<file path="config.mk">
export PLATFORM = sky130hd
export DESIGN_NAME = pll_lock_reset_seq_flat
export DESIGN_NICKNAME = d
export VERILOG_FILES = /design/src/rtl/pll_lock_reset_seq_if.sv /design/src/rtl/pll_lock_reset_seq.sv /design/src/flat_wrapper.sv
export SDC_FILE = /design/constraint.sdc
export NUM_CORES = 1
export LEC_CHECK = 0
export BUFFER_PORTS_ARGS = -buffer_cell sky130_fd_sc_hd__buf_2
export CAP_MARGIN = 20
export CORE_ASPECT_RATIO = 1.2
export CORE_MARGIN = 2
export CORE_UTILIZATION = 40
export DETAILED_ROUTE_END_ITERATION = 12
export PLACE_DENSITY_LB_ADDON = 0.15
export RECOVER_POWER = 100
export SYNTH_ARGS = -nofsm -noshare
export SYNTH_HDL_FRONTEND = slang
export SYNTH_SLANG_ARGS = --single-unit
</file>
<file path="constraint.sdc">
create_clock -name REFERENCECLK -period 3 [get_ports REFERENCECLK]
set_input_delay 0.75 -clock REFERENCECLK [delete_from_list [all_inputs] [get_ports REFERENCECLK]]
set_output_delay 0.75 -clock REFERENCECLK [all_outputs]
set_load 0.02 [all_outputs]
</file>
<file path="src/rtl/pll_lock_reset_seq_if.sv">
// Signal bundle between the PLL lock/reset sequencer and its surroundings.
// The sequencer takes the slave view; the PLL/system side takes the master view.
interface pll_lock_reset_seq_if;
  logic       LOCK;
  logic       RESTART;
  logic       PLL_RESETB;
  logic       PLL_BYPASS;
  logic       SYS_RESETN;
  logic       LOCKED;
  logic       PLL_FAIL;
  logic       LOCK_LOST;
  logic [1:0] RETRY_CNT;

  modport master (
    output LOCK, RESTART,
    input  PLL_RESETB, PLL_BYPASS, SYS_RESETN, LOCKED, PLL_FAIL, LOCK_LOST, RETRY_CNT
  );

  modport slave (
    input  LOCK, RESTART,
    output PLL_RESETB, PLL_BYPASS, SYS_RESETN, LOCKED, PLL_FAIL, LOCK_LOST, RETRY_CNT
  );
endinterface

</file>
<file path="src/rtl/pll_lock_reset_seq.sv">
// PLL reset/lock sequencer: pulses PLL reset, qualifies LOCK with a stability
// filter and timeout, retries a bounded number of times, then releases system reset or bypasses.
module pll_lock_reset_seq #(
  parameter int unsigned PLL_RESET_CYCLES    = 16,
  parameter int unsigned LOCK_FILTER_CYCLES  = 64,
  parameter int unsigned LOCK_TIMEOUT_CYCLES = 4096,
  parameter int unsigned MAX_RETRIES         = 3,
  parameter int unsigned RST_RELEASE_CYCLES  = 8,
  parameter int unsigned CNT_W               = 16
) (
  input  logic                 REFERENCECLK,
  input  logic                 RESETB,
  pll_lock_reset_seq_if.slave  bus
);

  typedef enum logic [2:0] {
    ST_PLLRST   = 3'd0,
    ST_WAITLOCK = 3'd1,
    ST_FILTER   = 3'd2,
    ST_SETTLE   = 3'd3,
    ST_RUN      = 3'd4,
    ST_FAIL     = 3'd5
  } state_t;

  localparam logic [CNT_W-1:0] RST_LAST  = CNT_W'(PLL_RESET_CYCLES - 1);
  localparam logic [CNT_W-1:0] FILT_LAST = CNT_W'(LOCK_FILTER_CYCLES - 1);
  localparam logic [CNT_W-1:0] TMO_LAST  = CNT_W'(LOCK_TIMEOUT_CYCLES - 1);
  localparam logic [CNT_W-1:0] REL_LAST  = CNT_W'(RST_RELEASE_CYCLES - 1);
  localparam logic [1:0]       RETRY_MAX = 2'(MAX_RETRIES);

  state_t           state_q, state_d;
  logic [CNT_W-1:0] cnt_q, cnt_d;
  logic [CNT_W-1:0] filt_q, filt_d;
  logic [CNT_W-1:0] tmo_q, tmo_d;
  logic [1:0]       retry_q, retry_d;
  logic             lock_lost_q, lock_lost_d;
  logic             lock_meta_q, lock_s_q;
  logic             pll_resetb_q, pll_resetb_d;
  logic             pll_bypass_q, pll_bypass_d;
  logic             sys_resetn_q, sys_resetn_d;
  logic             locked_q, locked_d;
  logic             pll_fail_q, pll_fail_d;
  logic             timeout;

  assign timeout = (tmo_q == TMO_LAST);

  always_comb begin
    state_d     = state_q;
    cnt_d       = cnt_q;
    filt_d      = filt_q;
    tmo_d       = tmo_q;
    retry_d     = retry_q;
    lock_lost_d = lock_lost_q;

    if (bus.RESTART) begin
      state_d     = ST_PLLRST;
      cnt_d       = '0;
      filt_d      = '0;
      tmo_d       = '0;
      retry_d     = '0;
      lock_lost_d = 1'b0;
    end else begin
      unique case (state_q)
        ST_PLLRST: begin
          if (cnt_q == RST_LAST) begin
            state_d = ST_WAITLOCK;
            cnt_d   = '0;
            tmo_d   = '0;
          end else begin
            cnt_d = cnt_q + 1'b1;
          end
        end
        ST_WAITLOCK, ST_FILTER: begin
          // Timeout wins over any lock event on the same edge.
          if (timeout) begin
            if (retry_q < RETRY_MAX) begin
              retry_d = retry_q + 2'd1;
              state_d = ST_PLLRST;
              cnt_d   = '0;
            end else begin
              state_d = ST_FAIL;
            end
          end else if (state_q == ST_WAITLOCK) begin
            if (lock_s_q) begin
              state_d = ST_FILTER;
              filt_d  = '0;
            end else begin
              tmo_d = tmo_q + 1'b1;
            end
          end else if (!lock_s_q) begin
            state_d = ST_WAITLOCK;
          end else if (filt_q == FILT_LAST) begin
            state_d = ST_SETTLE;
            cnt_d   = '0;
          end else begin
            filt_d = filt_q + 1'b1;
            tmo_d  = tmo_q + 1'b1;
          end
        end
        ST_SETTLE, ST_RUN: begin
          if (!lock_s_q) begin
            state_d     = ST_PLLRST;
            cnt_d       = '0;
            retry_d     = '0;
            lock_lost_d = 1'b1;
          end else if (state_q == ST_SETTLE) begin
            if (cnt_q == REL_LAST) begin
              state_d = ST_RUN;
            end else begin
              cnt_d = cnt_q + 1'b1;
            end
          end
        end
        ST_FAIL: state_d = ST_FAIL;
        default: state_d = ST_PLLRST;
      endcase
    end
  end

  // Outputs are decoded from the next state so each pin is a plain flop.
  always_comb begin
    pll_resetb_d = !((state_d == ST_PLLRST) || (state_d == ST_FAIL));
    pll_bypass_d = (state_d == ST_FAIL);
    sys_resetn_d = (state_d == ST_RUN) || (state_d == ST_FAIL);
    locked_d     = (state_d == ST_RUN);
    pll_fail_d   = (state_d == ST_FAIL);
  end

  always_ff @(posedge REFERENCECLK or negedge RESETB) begin
    if (!RESETB) begin
      state_q      <= ST_PLLRST;
      cnt_q        <= '0;
      filt_q       <= '0;
      tmo_q        <= '0;
      retry_q      <= '0;
      lock_lost_q  <= 1'b0;
      lock_meta_q  <= 1'b0;
      lock_s_q     <= 1'b0;
      pll_resetb_q <= 1'b0;
      pll_bypass_q <= 1'b0;
      sys_resetn_q <= 1'b0;
      locked_q     <= 1'b0;
      pll_fail_q   <= 1'b0;
    end else begin
      state_q      <= state_d;
      cnt_q        <= cnt_d;
      filt_q       <= filt_d;
      tmo_q        <= tmo_d;
      retry_q      <= retry_d;
      lock_lost_q  <= lock_lost_d;
      lock_meta_q  <= bus.LOCK;
      lock_s_q     <= lock_meta_q;
      pll_resetb_q <= pll_resetb_d;
      pll_bypass_q <= pll_bypass_d;
      sys_resetn_q <= sys_resetn_d;
      locked_q     <= locked_d;
      pll_fail_q   <= pll_fail_d;
    end
  end

  assign bus.PLL_RESETB = pll_resetb_q;
  assign bus.PLL_BYPASS = pll_bypass_q;
  assign bus.SYS_RESETN = sys_resetn_q;
  assign bus.LOCKED     = locked_q;
  assign bus.PLL_FAIL   = pll_fail_q;
  assign bus.LOCK_LOST  = lock_lost_q;
  assign bus.RETRY_CNT  = retry_q;

endmodule

</file>
<file path="src/flat_wrapper.sv">
// flat-port wrapper written by rule: the top's interface ports become plain ports
module pll_lock_reset_seq_flat 
#(
  parameter int unsigned PLL_RESET_CYCLES    = 16,
  parameter int unsigned LOCK_FILTER_CYCLES  = 64,
  parameter int unsigned LOCK_TIMEOUT_CYCLES = 4096,
  parameter int unsigned MAX_RETRIES         = 3,
  parameter int unsigned RST_RELEASE_CYCLES  = 8,
  parameter int unsigned CNT_W               = 16
)
  (REFERENCECLK, RESETB, bus_LOCK, bus_RESTART, bus_PLL_RESETB, bus_PLL_BYPASS, bus_SYS_RESETN, bus_LOCKED, bus_PLL_FAIL, bus_LOCK_LOST, bus_RETRY_CNT);
  pll_lock_reset_seq_if bus_i ();
  input  logic REFERENCECLK;
  input  logic RESETB;
  input wire logic [$bits(bus_i.LOCK)-1:0] bus_LOCK;
  input wire logic [$bits(bus_i.RESTART)-1:0] bus_RESTART;
  output wire logic [$bits(bus_i.PLL_RESETB)-1:0] bus_PLL_RESETB;
  output wire logic [$bits(bus_i.PLL_BYPASS)-1:0] bus_PLL_BYPASS;
  output wire logic [$bits(bus_i.SYS_RESETN)-1:0] bus_SYS_RESETN;
  output wire logic [$bits(bus_i.LOCKED)-1:0] bus_LOCKED;
  output wire logic [$bits(bus_i.PLL_FAIL)-1:0] bus_PLL_FAIL;
  output wire logic [$bits(bus_i.LOCK_LOST)-1:0] bus_LOCK_LOST;
  output wire logic [$bits(bus_i.RETRY_CNT)-1:0] bus_RETRY_CNT;
  assign bus_i.LOCK = bus_LOCK;
  assign bus_i.RESTART = bus_RESTART;
  assign bus_PLL_RESETB = bus_i.PLL_RESETB;
  assign bus_PLL_BYPASS = bus_i.PLL_BYPASS;
  assign bus_SYS_RESETN = bus_i.SYS_RESETN;
  assign bus_LOCKED = bus_i.LOCKED;
  assign bus_PLL_FAIL = bus_i.PLL_FAIL;
  assign bus_LOCK_LOST = bus_i.LOCK_LOST;
  assign bus_RETRY_CNT = bus_i.RETRY_CNT;
  pll_lock_reset_seq #(.PLL_RESET_CYCLES(PLL_RESET_CYCLES), .LOCK_FILTER_CYCLES(LOCK_FILTER_CYCLES), .LOCK_TIMEOUT_CYCLES(LOCK_TIMEOUT_CYCLES), .MAX_RETRIES(MAX_RETRIES), .RST_RELEASE_CYCLES(RST_RELEASE_CYCLES), .CNT_W(CNT_W)) u_core (.REFERENCECLK(REFERENCECLK), .RESETB(RESETB), .bus(bus_i));
endmodule
</file>
# After elaboration in Yosys (flattened, before gate mapping)
# Cells that the tools add are included.
[classes]
n_div = 0
reduce_logical = 18
n_addsub = 4
n_eq_ne = 28
mux = 46
bitwise = 0
shift = 0
n_mul = 0
n_lt_le_gt_ge = 1
[op_table]
columns = ["operator", "n"]
rows = [
  ["16-bit two-way mux", 24],
  ["16-bit by 1-bit adder with 16-bit output, second input constant", 3],
  ["16-bit case mux with 3 select lines", 1],
  ["3-bit two-way mux", 11],
  ["16-bit case mux with 2 select lines", 1],
  ["16-bit by 12-bit equality test with 1-bit output, second input constant", 1],
  ["16-bit by 3-bit equality test with 1-bit output, second input constant", 1],
  ["16-bit by 4-bit equality test with 1-bit output, second input constant", 1],
  ["16-bit by 6-bit equality test with 1-bit output, second input constant", 1],
  ["4-bit != test, second input constant", 4],
  ["3-bit equality test, second input constant", 4],
  ["3-bit by 2-bit != test with 1-bit output, second input constant", 4],
  ["4-bit by 2-bit != test with 1-bit output, second input constant", 3],
  ["3-bit case mux with 4 select lines", 1],
  ["2-bit two-way mux", 4],
  ["4-bit by 3-bit != test with 1-bit output, second input constant", 2],
  ["4-bit AND reduction", 2],
  ["7-bit AND reduction", 1],
  ["3-bit by 2-bit equality test with 1-bit output, second input constant", 2],
  ["3-bit logical NOT", 2],
  ["3-bit != test, second input constant", 2],
  ["6-bit AND reduction", 1],
  ["2-bit nonzero test", 3],
  ["3-bit nonzero test", 2],
  ["other kinds (11)", 16],
]
[totals]
ramBits = 0
elab_cells = 109
out_inout_bits = 8
n_memories = 0
romBits = 0
register_bits = 60
latchBits = 0
inputBits = 4

# Longest topological paths before layout
# Gate-level depths: netlist of the first run.
[logic_depth]
depth_word = 10
mapped_depth = 9
depth_no_buf = 7

# Worst setup path before layout of the first run
# OpenSTA, ideal clock, no wires.
[synth_timing]
path_type = "register to register"
from = "register u_core.tmo_q[12]"
to = "register u_core.cnt_q[14]"
required_ns = 2.897
slack_ns = 0.319
arrival_ns = 2.577
setup_time_ns = 0.103
stages_incl_launch_ff = 10
synth_period_minus_slack_ns = 2.681
n_path_buf = 3
path_cell_list = "dfrtp_1 buf_2 or4_4 nor4_4 nand2b_2 a311o_1 buf_2 nand2b_1 buf_6 o41ai_2"
[synth_between]
elab_chain_len = 4
elab_cells_between_ends = 9
cone_classes = "eq/ne: 5; mux: 3; reduce/logical: 1"
[synth_rtl]
columns = ["item", "line", "rtl"]
rows = [
  ["start, declared", "pll_lock_reset_seq.sv:34", "logic [CNT_W-1:0] tmo_q, tmo_d;"],
  ["start signal, assigned", "pll_lock_reset_seq.sv:148", "tmo_q <= tmo_d;"],
  ["16-bit by 12-bit equality test with 1-bit output *", "pll_lock_reset_seq.sv:45", "assign timeout = (tmo_q == TMO_LAST);"],
  ["16-bit two-way mux", "pll_lock_reset_seq.sv:75", "if (timeout) begin"],
  ["16-bit case mux with 3 select lines", "pll_lock_reset_seq.sv:63", "unique case (state_q)"],
  ["16-bit two-way mux", "pll_lock_reset_seq.sv:55", "if (bus.RESTART) begin"],
  ["end signal, assigned", "pll_lock_reset_seq.sv:146", "cnt_q <= cnt_d;"],
  ["end, declared", "pll_lock_reset_seq.sv:32", "logic [CNT_W-1:0] cnt_q, cnt_d;"],
]
# Every way passes the cells marked *; elsewhere a longest branch is shown, timed or not.
# A chain may end at the register's enable or synchronous reset.

# Final worst setup path of the first run
[layout_timing]
from = "register u_core.tmo_q[12]"
to = "register u_core.cnt_q[11]"
# The elaborated chain is that of the path after synthesis.

==> results.ini, run 1 <==
[power_and_ir_drop]
p_leak_nw = 1.58
pwr-share-comb_pct = 3.8
p_clk_share_pct = 47.7
power.density_nw_per_um2 = 444
switching_power_w = 0.000368
irDropWorstVdd_mv = 0.185
p_sw_share_pct = 21.8
pwr-share-seq_pct = 48.5
p_int_w = 0.00132

[timing]
worst_slack_ns = 0.230
hold_violations = 0
holdWs_ns = 0.355
tns_ns = 0
fin_skew_ns = 0.0126
setup_viol = 0
drv_slew = 32
fmax_mhz = 361
worstMarginPinSlew_ns = 1.71
rsz0062_at_grt = false
min_period_ns = 2.77
slew_headroom_pct = -14.0
layout_worst_path_cycle_share_pct = 92.3

[global_route]
grt_overflow_total = 0
grt_pass1_vias = 2993
grt_use_total_pct = 19.1
antenna_found_initial = 0
grt_pass1_wl_um = 14200
grt_max_degree = 32

[worst_setup_path]
critPathLaunchType = register
crit_path_end_kind = register
criticalPathCategory = reg -> reg
worstReg2RegStart = u_core.tmo_q[12]$_DFFE_PN0P_
slowest_stage = or4_1
required_ns = 3.22
crit_path_max_incr_delay_ns = 0.58
cp_max_fo = 9
path_cells = or4_1 -> nor4_4 -> nand2b_2 -> a311o_1 -> nand2b_1 -> o311ai_0
startpoint = u_core.tmo_q[12]$_DFFE_PN0P_
critical_path_arrival_ns = 2.99

[outcome]
violations = capacitance limit, slew limit
status = complete, but fails checks

[detailed_routing]
post_drt_wl_per_cell_um = 15.0
first_iter_violations = 132
drc = 0
vias = 3018
vias_per_cell = 5.71
antenna_left = 0
wl_um = 7910
dr.pass1.iters = 4

[job]
drv_cap = 1

[floorplan]
fp.dieArea_um2 = 9230
core_um2 = 8200
rows = 36
start_util_pct = 41.3
ios = 12
die-height_um = 105
die_x_um = 88.0

[synth]
postSynthAreaPerCell_um2 = 8.65
ys_seq_area_share_pct = 44.3
synthArstFlopShare_pct = 100
synth-edff-count = 0
ys_seq_elements = 60
ys.flop_type = dfrtp_1
synthDistinctLibCells = 49
yosys_warnings = 0
syn_inst = 392
synth_area_um2 = 3390
synth_nets = 400

[placement]
pre_cts_slack_ns = 0.239
portBuffers = 11
hpwl_um = 5550
place_area_um2 = 3620
gp_congestion = 0.828

[min_path]
min_from = u_core.lock_meta_q$_DFF_PN0_
min_path_type = reg -> reg

[cells_and_area]
fill_cells = 826
final_cell_mix = dfrtp_1 (60), nor2_1 (49), o21ai_0 (49)
final_core_util_pct = 46.4
drive_above_1_share_pct = 8.19
nNetsFinal = 418
stdcell_area_um2 = 3800
n_antenna_cell = 0
final_common_cell = dfrtp_1
syn_to_final_growth_pct = 12.3

[clock_tree]
clock-root-buffer = clkbuf_8
cts_buffer_depth = 2
hold_buffers = 0
cts_buffers = 9
clkSinkCount = 60
h-tree-depth = 3
path_clk_slew_ns = 0.07
clk_latency_ns = 0.34
cts_tree = yes

[final timing paths]
path / endpoint / slack (ns) / cells past startpoint
max in group asynchronous: u_core.bus.LOCK_LOST$_DFFE_PN0P_ / 0.62 / 2
max: u_core.cnt_q[11]$_DFFE_PN0P_ / 0.23 / 6
min in group asynchronous: u_core.filt_q[11]$_DFFE_PN0P_ / 0.85 / 1
min: u_core.lock_s_q$_DFF_PN0_ / 0.35 / 0
min reg2reg: u_core.lock_s_q$_DFF_PN0_ / 0.35 / 0
max reg2reg: u_core.cnt_q[11]$_DFFE_PN0P_ / 0.23 / 6
[power by group through the flow]
stage                     registers (W)  logic (W)  clock network (W)
after floorplan                0.000832  0.0000358                  0
after global placement         0.000834  0.0000693                  0
after detailed placement       0.000834  0.0000699                  0
after CTS                      0.000819  0.0000699           0.000831
after global routing           0.000819  0.0000753           0.000868
final                          0.000819  0.0000646           0.000805
[cell families (layout without fill, tap and decap cells)]
family | after synthesis | count (layout) | synth area share (%)
compound gates | 113 | 113 | 21.9
fa+ha+maj | 4 | 4 | 1.48
buf+inv | 24 | 47 | 3.06
flops | 60 | 60 | 44.3
mux | 1 | 1 | 0.295
simple gates | 190 | 190 | 28.9
[worst max-delay path: cells and delay by family (launching register included)]
family	cells	cell delay, ns
and+or+nand+nor	4	1.37
DFF	1	0.46
AOI/OAI and AO/OA	2	0.81
[synth_stat cells (3+ instances only)]
cell type / n / area share (%)
and3_1: 8 / 1.5
nand3b_1: 3 / 0.66
nor3_1: 7 / 1.0
nor4_1: 8 / 1.5
and2_1: 4 / 0.74
a21o_1: 6 / 1.3
nor2_1: 49 / 5.4
nor2b_1: 3 / 0.55
a31oi_1: 5 / 0.92
o31ai_1: 9 / 2.0
o22ai_1: 4 / 0.74
nor3b_1: 4 / 0.89
a41oi_1: 3 / 0.78
nand3_1: 35 / 5.2
inv_1: 6 / 0.66
nand2b_1: 8 / 1.5
nand2_1: 35 / 3.9
clkbuf_1: 14 / 1.6
o311ai_1: 5 / 1.3
ha_1: 4 / 1.5
a22o_1: 7 / 1.8
a211oi_1: 3 / 0.66
o21ai_0: 49 / 7.2
nand4_1: 9 / 1.7
o41ai_1: 4 / 1.0
a21oi_1: 8 / 1.2
dfrtp_1: 60 / 44
or2_2: 3 / 0.55
[routing by layer]
metal | vias up | GRT usage (%) | part of all wire (%)
li1 | 1506 | - | -
met1 | 1456 | 26.0 | 48
met2 | 41 | 29.0 | 48
met3 | 15 | 3.95 | 2.4
met4 | 0 | 8.77 | 2.3
met5 | - | 0 | 0
[what timing repair did]
item / 4_1_cts / 5_1_grt
endpoints found under the setup margin: 0 / 5
setup buffers: 0 / 0
gates resized for setup: 0 / 1
[per-stage QoR]
| step | instances | power, W |
|---|---|---|
| finish | 529 | 0.00169 |
| CTS | 529 | 0.00172 |
| detailed placement | 513 | 0.000904 |
| floorplan | 392 | 0.000867 |
| global route | 529 | 0.00176 |
| global placement | 513 | 0.000903 |
[layout make-up]
class	count	area, um^2	share of cell area [%]
multi-input combinational	308	1780	46.9
sequential	60	1500	39.5
clock buffer	12	145	3.81
tap	114	143	3.75
timing repair buffer	25	136	3.58
clock inverter	4	72.6	1.91
inverter	6	22.5	0.592
[sequential cells by signal (all words and copies together) (netlist names)]
name	flops
u_core.bus.LOCK_LOST	1
u_core.lock_meta_q	1
u_core.bus.PLL_RESETB	1
u_core.bus.RETRY_CNT	2
u_core.state_q	3
u_core.lock_s_q	1
u_core.cnt_q	16
u_core.bus.SYS_RESETN	1
u_core.tmo_q	16
u_core.filt_q	16
u_core.bus.LOCKED	1
u_core.bus.PLL_BYPASS	1
Note: power is estimated with default switching activity, not from simulation.
==> run 2, diff against run 1 <==
CORE_ASPECT_RATIO = not set   (was 1.2)
==> run 2 against run 1 <==
Compared with the run above: the run still ends with capacitance limit, slew limit left; clock skew down 0.0016 ns; wire length up 1.6%; sequential share of layout area down 0.32 points; register-to-register slack better by 0.02 ns; core utilization up 0.27 points; critical path depth up 2; worst setup slack better by 0.024 ns; die area about the same; critical path type unchanged.
==> results.ini, run 2 (synthesis results as in run 1) <==
[detailed_routing]
antenna_left = 0  ; unchanged
vias = 3052  ; was 3018
post_drt_wl_per_cell_um = 15.3  ; was 15.0 um
dr.pass1.iters = 4  ; unchanged
drc = 0  ; unchanged
first_iter_violations = 216  ; was 132
wl_um = 8040  ; was 7910 um
vias_per_cell = 5.82  ; was 5.71

[timing]
min_period_ns = 2.75  ; was 2.77 ns
fin_skew_ns = 0.0109  ; was 0.0126 ns
setup_viol = 0  ; unchanged
fmax_mhz = 364  ; was 361 MHz
layout_worst_path_cycle_share_pct = 91.5  ; was 92.3%
drv_slew = 37  ; was 32
hold_violations = 0  ; unchanged
tns_ns = 0  ; unchanged
worstMarginPinSlew_ns = 1.97  ; was 1.71 ns
slew_headroom_pct = -31.5  ; was -14.0%
rsz0062_at_grt = false  ; unchanged

[outcome]
violations = capacitance limit, slew limit  ; unchanged
status = complete, but fails checks  ; unchanged

[global_route]
grt_overflow_total = 0  ; unchanged
antenna_found_initial = 0  ; unchanged
grt_pass1_vias = 2884  ; was 2993
grt_max_degree = 37  ; was 32
grt_pass1_wl_um = 13900  ; was 14200 um
grt_use_total_pct = 19.4  ; was 19.1%

[cells_and_area]
top_regs = u_core.cnt_q x16, u_core.filt_q x16, u_core.tmo_q x16  ; unchanged
final_cell_mix = dfrtp_1 (60), nor2_1 (49), o21ai_0 (49)  ; unchanged
nNetsFinal = 422  ; was 418
syn_to_final_growth_pct = 13.2  ; was 12.3%
n_antenna_cell = 0  ; unchanged
stdcell_area_um2 = 3840  ; was 3800 um^2
drive_above_1_share_pct = 9.31  ; was 8.19%
final_common_cell = dfrtp_1  ; unchanged

[worst_setup_path]
critical_path_arrival_ns = 2.98  ; was 2.99 ns
criticalPathCategory = reg -> reg  ; unchanged
slowest_stage = or4_1  ; unchanged
path_cells = or4_1 -> nor4_4 -> buf_4 -> or3_1 -> a311o_1 -> clkbuf_2 -> nor2b_1 -> a221o_1  ; was or4_1 -> nor4_4 -> nand2b_2 -> a311o_1 -> nand2b_1 -> o311ai_0
required_ns = 3.23  ; was 3.22 ns
critPathLaunchType = register  ; unchanged
cp_max_fo = 11  ; was 9
crit_path_end_kind = register  ; unchanged
crit_path_max_incr_delay_ns = 0.58  ; about the same

[clock_tree]
clock-root-buffer = clkbuf_8  ; unchanged
cts_tree = yes  ; unchanged
clk_latency_ns = 0.35  ; was 0.34 ns
cts_setup_buffers = 0  ; unchanged
cts_resized = 0  ; unchanged
cts_buffers = 9  ; unchanged
cts_buffer_depth = 2  ; unchanged
hold_buffers = 0  ; unchanged
path_clk_slew_ns = 0.08  ; was 0.07 ns
h-tree-depth = 3  ; unchanged
clkSinkCount = 60  ; unchanged

[placement]
hpwl_um = 5510  ; was 5550 um
gp_congestion = 0.856  ; was 0.828
place_area_um2 = 3630  ; was 3620 um^2
portBuffers = 11  ; unchanged

[floorplan]
die_x_um = 96.1  ; was 88.0 um
core_um2 = 8220  ; was 8200 um^2
ios = 12  ; unchanged
die-height_um = 96.1  ; was 105 um
rows = 33  ; was 36
fp.dieArea_um2 = 9230  ; about the same
start_util_pct = 41.3  ; about the same

[power_and_ir_drop]
power.density_nw_per_um2 = 465  ; was 444 nW/um^2
p_leak_nw = 1.59  ; was 1.58 nW
irDropWorstVdd_mv = 0.251  ; was 0.185 mV
finalPower_w = 0.00179  ; was 0.00169 W

[min_path]
min_path_type = reg -> reg  ; unchanged

[job]
drv_cap = 1  ; unchanged

## run 2: cell count changes in the layout (fill, tap and decap cells not counted), sizes merged
cell / before / now
bufinv: 2 / 3
buf: 12 / 17
clkbuf: 25 / 21
clkinv: 1 / 2
clkinvlp: 1 / 2
## run 2: worst max-delay path: cells and delay by family (launching register included)
kind	cells	cell delay [ns]
DFF	1	0.46
AOI/OAI and AO/OA	2	0.54
buffers and inverters	2	0.46
and+or+nand+nor	4	1.16
## run 2: metal layers
metal	vias up	GRT usage [%]	share of wire, %
met1	1448	27.9	51
met3	14	3.92	4.7
li1	1519	-	-
met5	-	0	0
met2	71	26.9	42
met4	0	11.2	2.3
## run 2: final cells by class
type,count,area [um^2]
repair buffers,29,169
fillers,792,4380
multi-input cells,308,1770
flip-flops and latches,60,1500
clock buffers,9,124
clock inverters,7,115
inverters,6,22.5
well taps,105,131
## run 2: worst paths after layout
path,slack [ns],startpoint,endpoint,cells after the start
min in group asynchronous,0.77,RESETB,u_core.filt_q[9]$_DFFE_PN0P_,2
max reg2reg,0.25,u_core.tmo_q[12]$_DFFE_PN0P_,u_core.cnt_q[15]$_DFFE_PN0P_,8
max,0.25,u_core.tmo_q[12]$_DFFE_PN0P_,u_core.cnt_q[15]$_DFFE_PN0P_,8
min reg2reg,0.36,u_core.lock_meta_q$_DFF_PN0_,u_core.lock_s_q$_DFF_PN0_,0
max in group asynchronous,0.80,RESETB,u_core.tmo_q[0]$_DFFE_PN0P_,2
min,0.36,u_core.lock_meta_q$_DFF_PN0_,u_core.lock_s_q$_DFF_PN0_,0
## run 2: report_power, final
| group | total [W] | switching [W] | internal [W] |
|---|---|---|---|
| registers | 0.000818 | 0.00000533 | 0.000813 |
| clock network | 0.000901 | 0.000353 | 0.000548 |
| logic | 0.0000657 | 0.0000469 | 0.0000188 |
| total | 0.00179 | 0.000405 | 0.00138 |
## run 2: per-stage QoR
step	worst slack (ns)	std cells	hold slack, ns	utilization, %
5_1_grt	0.0664	524	0.372	46.7
6_report	0.255	524	0.355	46.7
3_5_place_dp	0.309	508	0.340	44.2
4_1_cts	0.297	524	0.356	47.1
2_1_floorplan	0.319	392	0.331	-
3_3_place_gp	0.353	508	0.335	44.2
